--- src/rtl/pix_rx_pkg.sv ---
// Shared definitions for the pixel frame receiver.
//   rx_state_e       : receiver FSM states
//   SOF_BYTE_DEFAULT : default start-of-frame marker
//   cnt_w()          : bits needed to hold 0..max_val (at least 1)
//   img_pix()        : pixel count of a w x h image
package pix_rx_pkg;

  typedef enum logic {
    IDLE = 1'b0,
    RECV = 1'b1
  } rx_state_e;

  localparam logic [7:0] SOF_BYTE_DEFAULT = 8'hA5;

  function automatic int cnt_w(input int max_val);
    return (max_val < 2) ? 1 : $clog2(max_val + 1);
  endfunction

  function automatic int img_pix(input int w, input int h);
    return w * h;
  endfunction

endpackage

--- src/rtl/rx_gap_timer.sv ---
// Inter-byte gap timer. Down-counter reloaded by i_clr; while i_en is high
// it counts towards zero and o_expired flags the terminal count. The
// terminal cycle is the TIMEOUT_CYC-th idle cycle after the last clear.
// Ports:
//   i_clk_sys  system clock
//   i_rst      synchronous active-high reset
//   i_clr      reload counter (byte received / not in a frame)
//   i_en       count enable (inside a frame)
//   o_expired  high in the cycle the gap limit is reached
module rx_gap_timer
  import pix_rx_pkg::*;
#(
  parameter int TIMEOUT_CYC = 5_000_000
) (
  input  logic i_clk_sys,
  input  logic i_rst,
  input  logic i_clr,
  input  logic i_en,
  output logic o_expired
);

  localparam int             CW   = cnt_w(TIMEOUT_CYC - 1);
  localparam logic [CW-1:0]  LOAD = CW'(TIMEOUT_CYC - 1);

  logic [CW-1:0] cnt_q, cnt_d;

  always_comb begin
    cnt_d = cnt_q;
    if (i_clr) begin
      cnt_d = LOAD;
    end else if (i_en && (cnt_q != '0)) begin
      cnt_d = cnt_q - 1'b1;
    end
  end

  always_ff @(posedge i_clk_sys) begin
    if (i_rst) begin
      cnt_q <= LOAD;
    end else begin
      cnt_q <= cnt_d;
    end
  end

  // A byte arriving in the terminal cycle restarts the gap instead.
  assign o_expired = i_en && !i_clr && (cnt_q == '0);

endmodule

--- src/rtl/pix_frame_rx.sv ---
// UART pixel frame receiver. Waits for SOF_BYTE, then assembles
// BYTES_PER_PIX bytes (MSB first) per pixel and emits pixel + linear
// address for the frame RAM, with a running XOR checksum per CHK_BLOCK
// pixels, an inter-byte timeout and abort handling.
// Ports:
//   i_clk_sys, i_rst      clock, synchronous active-high reset
//   i_enable              frame reception permitted
//   i_abort               one-cycle request to drop the frame
//   i_rx_data, i_rx_done  received byte and its strobe
//   o_busy                frame in progress
//   o_byte_phase          next expected byte within the pixel
//   o_pix, o_pix_addr     assembled pixel and its index (o_pix_valid)
//   o_chk_data            block XOR checksum (o_chk_valid)
//   o_frame_done          last pixel written
//   o_frame_err           frame aborted (timeout / abort / disable)
//
// state | meaning
// IDLE  | waiting for SOF_BYTE with i_enable high; other bytes ignored
// RECV  | assembling pixels until the last pixel or an abort
module pix_frame_rx
  import pix_rx_pkg::*;
#(
  parameter int         PIX_W         = 12,
  parameter int         BYTES_PER_PIX = 2,
  parameter int         IMG_W         = 160,
  parameter int         IMG_H         = 120,
  parameter int         ADDR_W        = 15,
  parameter int         CHK_BLOCK     = 64,
  parameter int         TIMEOUT_CYC   = 5_000_000,
  parameter logic [7:0] SOF_BYTE      = SOF_BYTE_DEFAULT
) (
  input  logic              i_clk_sys,
  input  logic              i_rst,
  input  logic              i_enable,
  input  logic              i_abort,
  input  logic [7:0]        i_rx_data,
  input  logic              i_rx_done,
  output logic              o_busy,
  output logic [1:0]        o_byte_phase,
  output logic [PIX_W-1:0]  o_pix,
  output logic              o_pix_valid,
  output logic [ADDR_W-1:0] o_pix_addr,
  output logic [7:0]        o_chk_data,
  output logic              o_chk_valid,
  output logic              o_frame_done,
  output logic              o_frame_err
);

  localparam int                IMG_PIX    = img_pix(IMG_W, IMG_H);
  localparam int                ASM_W      = 8 * BYTES_PER_PIX;
  localparam int                BLK_W      = cnt_w(CHK_BLOCK - 1);
  localparam logic [1:0]        LAST_PHASE = 2'(BYTES_PER_PIX - 1);
  localparam logic [ADDR_W-1:0] LAST_IDX   = ADDR_W'(IMG_PIX - 1);
  localparam logic [BLK_W-1:0]  LAST_BLK   = BLK_W'(CHK_BLOCK - 1);

  rx_state_e         state_q;
  logic [1:0]        phase_q;
  logic [ASM_W-1:0]  asm_q;
  logic [7:0]        xor_q;
  logic [ADDR_W-1:0] idx_q;
  logic [BLK_W-1:0]  blk_q;

  logic              busy_q;
  logic [PIX_W-1:0]  pix_q;
  logic              pix_valid_q;
  logic [ADDR_W-1:0] addr_q;
  logic [7:0]        chk_q;
  logic              chk_valid_q;
  logic              done_q;
  logic              err_q;

  logic [ASM_W-1:0]  asm_d;
  logic [7:0]        xor_d;
  logic              sof_hit;
  logic              abort_req;
  logic              gap_expired;

  always_comb begin
    // Shifting left by a byte per accept leaves the first byte on top;
    // after BYTES_PER_PIX accepts any stale content is shifted out.
    asm_d     = (asm_q << 8) | ASM_W'(i_rx_data);
    xor_d     = xor_q ^ i_rx_data;
    sof_hit   = i_rx_done && i_enable && (i_rx_data == SOF_BYTE);
    abort_req = gap_expired || i_abort || !i_enable;
  end

  rx_gap_timer #(
    .TIMEOUT_CYC (TIMEOUT_CYC)
  ) u_gap_timer (
    .i_clk_sys (i_clk_sys),
    .i_rst     (i_rst),
    .i_clr     ((state_q == IDLE) || i_rx_done),
    .i_en      (state_q == RECV),
    .o_expired (gap_expired)
  );

  always_ff @(posedge i_clk_sys) begin
    if (i_rst) begin
      state_q     <= IDLE;
      phase_q     <= '0;
      asm_q       <= '0;
      xor_q       <= '0;
      idx_q       <= '0;
      blk_q       <= '0;
      busy_q      <= 1'b0;
      pix_q       <= '0;
      pix_valid_q <= 1'b0;
      addr_q      <= '0;
      chk_q       <= '0;
      chk_valid_q <= 1'b0;
      done_q      <= 1'b0;
      err_q       <= 1'b0;
    end else begin
      pix_valid_q <= 1'b0;
      chk_valid_q <= 1'b0;
      done_q      <= 1'b0;
      err_q       <= 1'b0;

      case (state_q)
        IDLE: begin
          if (sof_hit) begin
            state_q <= RECV;
            busy_q  <= 1'b1;
            phase_q <= '0;
            asm_q   <= '0;
            xor_q   <= '0;
            idx_q   <= '0;
            blk_q   <= '0;
          end
        end

        RECV: begin
          if (abort_req) begin
            // Abort beats a coinciding byte: no pixel or checksum strobe.
            state_q <= IDLE;
            busy_q  <= 1'b0;
            phase_q <= '0;
            err_q   <= 1'b1;
          end else if (i_rx_done) begin
            asm_q <= asm_d;
            if (phase_q == LAST_PHASE) begin
              phase_q     <= '0;
              pix_q       <= asm_d[PIX_W-1:0];
              pix_valid_q <= 1'b1;
              addr_q      <= idx_q;
              if ((blk_q == LAST_BLK) || (idx_q == LAST_IDX)) begin
                chk_q       <= xor_d;
                chk_valid_q <= 1'b1;
                xor_q       <= '0;
                blk_q       <= '0;
              end else begin
                xor_q <= xor_d;
                blk_q <= blk_q + BLK_W'(1);
              end
              if (idx_q == LAST_IDX) begin
                state_q <= IDLE;
                busy_q  <= 1'b0;
                done_q  <= 1'b1;
              end else begin
                idx_q <= idx_q + ADDR_W'(1);
              end
            end else begin
              phase_q <= phase_q + 2'd1;
              xor_q   <= xor_d;
            end
          end
        end

        default: begin
          state_q <= IDLE;
          busy_q  <= 1'b0;
          phase_q <= '0;
        end
      endcase
    end
  end

  assign o_busy       = busy_q;
  assign o_byte_phase = phase_q;
  assign o_pix        = pix_q;
  assign o_pix_valid  = pix_valid_q;
  assign o_pix_addr   = addr_q;
  assign o_chk_data   = chk_q;
  assign o_chk_valid  = chk_valid_q;
  assign o_frame_done = done_q;
  assign o_frame_err  = err_q;

endmodule

--- config.mk ---
export PLATFORM = sky130hd
export DESIGN_NAME = pix_frame_rx
export DESIGN_NICKNAME = d
export VERILOG_FILES = /design/src/rtl/pix_rx_pkg.sv /design/src/rtl/rx_gap_timer.sv /design/src/rtl/pix_frame_rx.sv
export SDC_FILE = /design/constraint.sdc
export NUM_CORES = 1
export LEC_CHECK = 0
export CAP_MARGIN = 25
export CORE_UTILIZATION = 50
export DETAILED_ROUTE_END_ITERATION = 10
export GPL_ROUTABILITY_DRIVEN = 0
export PLACE_DENSITY = 0.84
export SYNTH_ARGS = -nofsm -noshare
export SYNTH_HDL_FRONTEND = slang
export SYNTH_SLANG_ARGS = --single-unit
--- constraint.sdc ---
create_clock -name i_clk_sys -period 2.2 [get_ports i_clk_sys]
set_clock_uncertainty 0.1 [all_clocks]
set_input_delay 0.44 -clock i_clk_sys [delete_from_list [all_inputs] [get_ports i_clk_sys]]
set_output_delay 0.44 -clock i_clk_sys [all_outputs]
set_load 0.005 [all_outputs]
* Word-level counts from Yosys, hierarchy flattened
Cells that the tools add are included.
** Storage, ports and cells
- Bits of input ports :: 13
- Register bits after elaboration :: 99
** Operators by class
- Reductions and logical operators :: 24
- Muxes and demuxes :: 43
- Bitwise gates (word level) :: 6
- Eq/ne operators :: 12
- Add/sub/neg operators :: 4
** Operator list (number)
- $mux 15 :: 5
- $mux 8 :: 5
- $mux 6 :: 5
- $pmux 15 s2 :: 1
- $logic_not 23->1 :: 1
- $reduce_bool 23->1 :: 1
- $sub 23x1->23 const B :: 1
- $pmux 8 s2 :: 1
- $add 15x1->15 const B :: 1
- $eq 15x15->1 const B :: 1
- $mux 1 :: 14
- $mux 4 :: 3
- $or 12x8->12 :: 1
- $pmux 6 s2 :: 1
- $reduce_and 4->1 :: 3
- $reduce_and 5->1 :: 2
- $eq 8x8->1 const B :: 1
- $mux 2 :: 4
- $ne 2x2->1 const B :: 4
- $pmux 4 s2 :: 1
- $xor 8x8->8 :: 1
- $add 6x1->6 const B :: 1
- $eq 6x6->1 const B :: 1
- $ne 3x1->1 const B :: 2
- other kinds (15) :: 28

* Logic depth before layout (Yosys ltp)
- Depth after elaboration :: 9
- Gate-level depth with buffers :: 8
- Gate-level depth less buffers :: 7

* Hierarchy
From an unflattened synthesis, not the netlist that was laid out.
** Unflattened totals
- Cells, all modules :: 520
- Area, all modules :: 4454.3 um^2
** By module, submodules not included
- pix_frame_rx :: area an instance 3305.7 um^2, cells each 390, times used 1
- rx_gap_timer :: area an instance 1148.6 um^2, cells each 130, times used 1

* Least setup slack after synthesis
Ideal clock, no wire load.
- Path type :: register to register
- Start point :: reg u_gap_timer.cnt_q[0]
- End point :: reg state_q
- Arrival time :: 2.165 ns
- Setup slack :: -0.198 ns
- Period minus slack after synthesis :: 2.398 ns
- Required time :: 1.968 ns
- Setup time :: 0.132 ns
- Cell stages (with the launch flop) :: 9
- Cells stage by stage :: dfxtp_1 > inv_1 > ha_1 > or4b_2 > or4_4 > buf_6 > o311a_4 > o211ai_1 > a21oi_1
** Between the ends
- Longest elaborated chain between the ends :: 6
** RTL lines
- from (decl) :: RTL line rx_gap_timer.sv:25 : logic [CW-1:0] cnt_q, cnt_d;
- from (signal assigned) :: RTL line rx_gap_timer.sv:40 : cnt_q <= cnt_d;
- $logic_not 23->1 :: RTL line rx_gap_timer.sv:45 : assign o_expired = i_en && !i_clr && (cnt_q == '0);
- $logic_and 1x1->1 :: RTL line rx_gap_timer.sv:45
- $logic_or 1x1->1 (2 in series) :: RTL line pix_frame_rx.sv:84 : abort_req = gap_expired || i_abort || !i_enable;
- $mux 1 :: RTL line pix_frame_rx.sv:133 : if (abort_req) begin
- $pmux 1 s2 :: RTL line pix_frame_rx.sv:119 : case (state_q)
- to (signal assigned) :: RTL line pix_frame_rx.sv:99 : state_q <= IDLE;
- to (signal assigned) :: RTL line pix_frame_rx.sv:122 : state_q <= RECV;
- to (signal assigned) :: RTL line pix_frame_rx.sv:135 : state_q <= IDLE;
- to (decl) :: RTL line pix_frame_rx.sv:56 : rx_state_e state_q;
No other way between the ends.
A chain may end at the register's enable or synchronous reset.

* Final worst setup path
- Start point :: reg u_gap_timer.cnt_q[0]
- End point :: reg u_gap_timer.cnt_q[19]
** Between the ends
- Longest elaborated chain between the ends :: 2
** RTL lines
- parallel branches: the longest is 2 deep, another holds $sub 23x1->23
Parallel ways; which one is timed is not known.

==> metrics <==
GRT overflow 0; Hold Crit Class in2reg; mux cell area share after synthesis 0.0108; post-route ant nets 0; Seq cells post-synth ~100; DIE AREA 0.00963 mm^2; most frequent cells in the layout 94 x dfxtp_1, 90 x buf_4, 89 x nand2_1, 60 x a21oi_1, 53 x clkdlybuf4s50_1; Slew headroom 0.460; number of DRC markers in iteration 0 425; WL/cell 17.9 um; clock root cell clkbuf_8; Layout area overhead 36.8%; DP HPWL a little over 9 mm; Leak Pwr 2.18 nW; Reg-to-Reg Start u_gap_timer.cnt_q[0]$_SDFFE_PP1P_; Synth Area in Adders 0.0108; Seq/Total Area, Yosys 0.429; # hold bufs at CTS 0; Min-Delay Endpoint o_chk_data[3]$_SDFFE_PP0P_; Bufs and invs on worst path 1; gr usage total 0.291; IR Drop Worst-Case VDD 379 uV; post-synthesis cell type count 59; Final #Nets about 700; Req. time, crit path 2.36 ns; unrepaired setup endpoints after global routing true; HP Start i_rst; asr flop ratio synth 0; placed insts 773; critical path fanouts, max 8; synthesized instance count approximately 560; pin count of the biggest net entering global routing 33; clk sink count 99; post-synthesis net count 578; Final Max Tran Viols 0; # H-tree levels 3; Initial Util 0.522; CTS max path bufs 2; final worst slack -0.159 ns; hold_ws 0.309 ns; # fillers 659; core area 0.00885 mm^2; count of buffers from port buffering 54; detailed-route DRC error count 4; DR vias/cell 6.18; EDFF count, synth 0; Via Count 4,904; worst setup path start u_gap_timer.cnt_q[0]$_SDFFE_PP1P_; Top-Level Pins 55; WS Path Type reg2reg; number of global-route vias before repair 4,767; Min-Delay Path Depth 2; routed wire length about 14 mm; CP Data Arrival Time 2.52 ns; Synth Area in Simple Gates 0.263; Crit path largest cell delay 0.52 ns; Max Fclk 424 MHz; worst r2r dst u_gap_timer.cnt_q[19]$_SDFFE_PP1P_; CP Capture Type flop; failing checks design-rule violations, negative setup slack; CP top delay family simple AND/OR/NAND/NOR gates; CP max stage cell or4_4; Hold Fails Final Rpt 0; Antenna diodes 0; commonest non-fill, non-tap cell in the layout dfxtp_1; power per cell area 544 mW/mm^2; ys flop type dfxtp_1; status finished, violations left; max-cap viol count 0; DR pass1 iterations 9; Worst-Skew Late Latency 0.37 ns; crit path cell chain inv_2 -> ha_4 -> or4b_4 -> or4_4 -> o211ai_4 -> or3_1 -> nand3_1; Site Rows 34; xor/xnor cell area share of the yosys netlist 0.0303; CTS tree yes; Post-Syn Area 0.00462 mm^2; CTS buffer count 9; Clock Pin Slew Worst Setup and Hold Paths 0.10 ns; Tot Pwr 3.44 mW; startpoint class of the critical path flop; final setup fails 22; DIE HEIGHT 98.1 um; FF-to-FF path depth 7; final cell count without fillers 794; reg2reg setup slack -0.16 ns; Slew @ Worst Pin ~0.8 ns; first-pass GRT wire length 22.6 mm; initial antenna violation count 0; Final min period 2.36 ns; YS warnings 0; fraction of layout cells with a size suffix above 1 0.233; fin crit share 1.07; synthesized area per cell 8.24 um^2; post-synthesis compound-gate area fraction 0.211; die width 98.1 um; largest family of logic cells by synthesized area simple AND/OR/NAND/NOR gates
-- worst max-delay path by stage --
stage                                              end  cells past startpoint
global placement                 blk_q[1]$_SDFFE_PP0P_                      9
finish              u_gap_timer.cnt_q[19]$_SDFFE_PP1P_                      7
CTS                 u_gap_timer.cnt_q[19]$_SDFFE_PP1P_                      7
global route         u_gap_timer.cnt_q[7]$_SDFFE_PP0P_                      7
floorplan                           state_q$_SDFF_PP0_                      7
detailed placement               blk_q[1]$_SDFFE_PP0P_                      8
-- sequential cells by signal, indices dropped and copies added (netlist names) --
name / flops
asm_q: 4
blk_q: 6
idx_q: 15
o_busy: 1
o_byte_phase: 2
o_chk_data: 8
o_chk_valid: 1
o_frame_done: 1
o_frame_err: 1
o_pix: 12
o_pix_addr: 15
o_pix_valid: 1
state_q: 1
u_gap_timer.cnt_q: 23
xor_q: 8
-- layer usage --
| layer | global-route usage | part of all wire | routed length, um | vias to the layer above |
|---|---|---|---|---|
| li1 | - | - | - | 2273 |
| met1 | 0.331 | 0.40 | 5640 | 2330 |
| met2 | 0.511 | 0.50 | 7040 | 240 |
| met3 | 0.0709 | 0.071 | 1010 | 61 |
| met4 | 0.138 | 0.036 | 516 | 0 |
| met5 | 0 | 0 | 0 | - |
-- logic make-up (layout without fill, tap and decap cells) --
kind of cell,count (synthesis),count (layout)
AO/OA/AOI/OAI,149,149
flip-flops,99,99
multiplexers,5,5
AND/OR/NAND/NOR,235,236
buffers and inverters,53,177
adder cells (fa/ha/maj),4,4
XOR/XNOR,16,16
-- synth_stat cells (all sizes together), types with 3 or more instances --
cell	number	area, um^2
or3	20	125
a21oi	60	300
nand2	90	338
o21a	3	30.0
nor4	5	37.5
nand2b	11	68.8
o311ai	3	26.3
clkbuf	31	116
nand3	25	125
nand4b	3	26.3
or2	5	31.3
nor2	20	75.1
mux2i	5	50.1
or4	12	93.8
nor3	16	80.1
buf	7	38.8
and3	3	18.8
xnor2	9	78.8
o211ai	12	104
and2	4	25.0
o2111ai	10	93.8
a31oi	10	62.6
o21ai	25	129
a311oi	7	61.3
dfxtp	99	1980
xor2	7	61.3
o31ai	5	37.5
nand3b	4	30.0
nand4	6	37.5
ha	4	50.1
inv	15	56.3
-- where the power goes --
| group | switching, mW | leakage [nW] | total [mW] | internal, mW |
|---|---|---|---|---|
| logic | 0.0626 | 1.25 | 0.118 | 0.0557 |
| registers | 0.0000629 | 0.797 | 1.79 | 1.79 |
| clock network | 0.654 | 0.131 | 1.53 | 0.875 |
-- repair_timing --
action,in CTS,in global routing
pin swaps,8,9
gates resized for setup,17,25
buffers inserted,2,2
gates cloned,1,0
endpoints found under the hold margin,0,0
setup endpoints to repair,29,51
-- through the flow --
stage                     cell area, um^2  utilization  worst slack (ns)  TNS [ns]
after floorplan                      4660            -            -0.144     -1.40
after global placement               5830        0.659            -0.263     -6.20
after detailed placement             5830        0.659            -0.344    -11.13
after CTS                            6210        0.701           -0.0889    -0.802
after global routing                 6320        0.714            -0.187     -2.38
final                                6320        0.714            -0.159     -1.89
-- layout make-up --
class / count / area, um^2 / area share
Clock buffer: 10 / 128 / 0.0202
Inverter: 15 / 56.3 / 0.00891
Clock inverter: 6 / 138 / 0.0218
Timing Repair Buffer: 146 / 1230 / 0.195
Tap cell: 108 / 135 / 0.0214
Sequential cell: 99 / 1990 / 0.315
Multi-Input combinational cell: 410 / 2640 / 0.418
No activity file was read; power rests on OpenSTA's default activity.
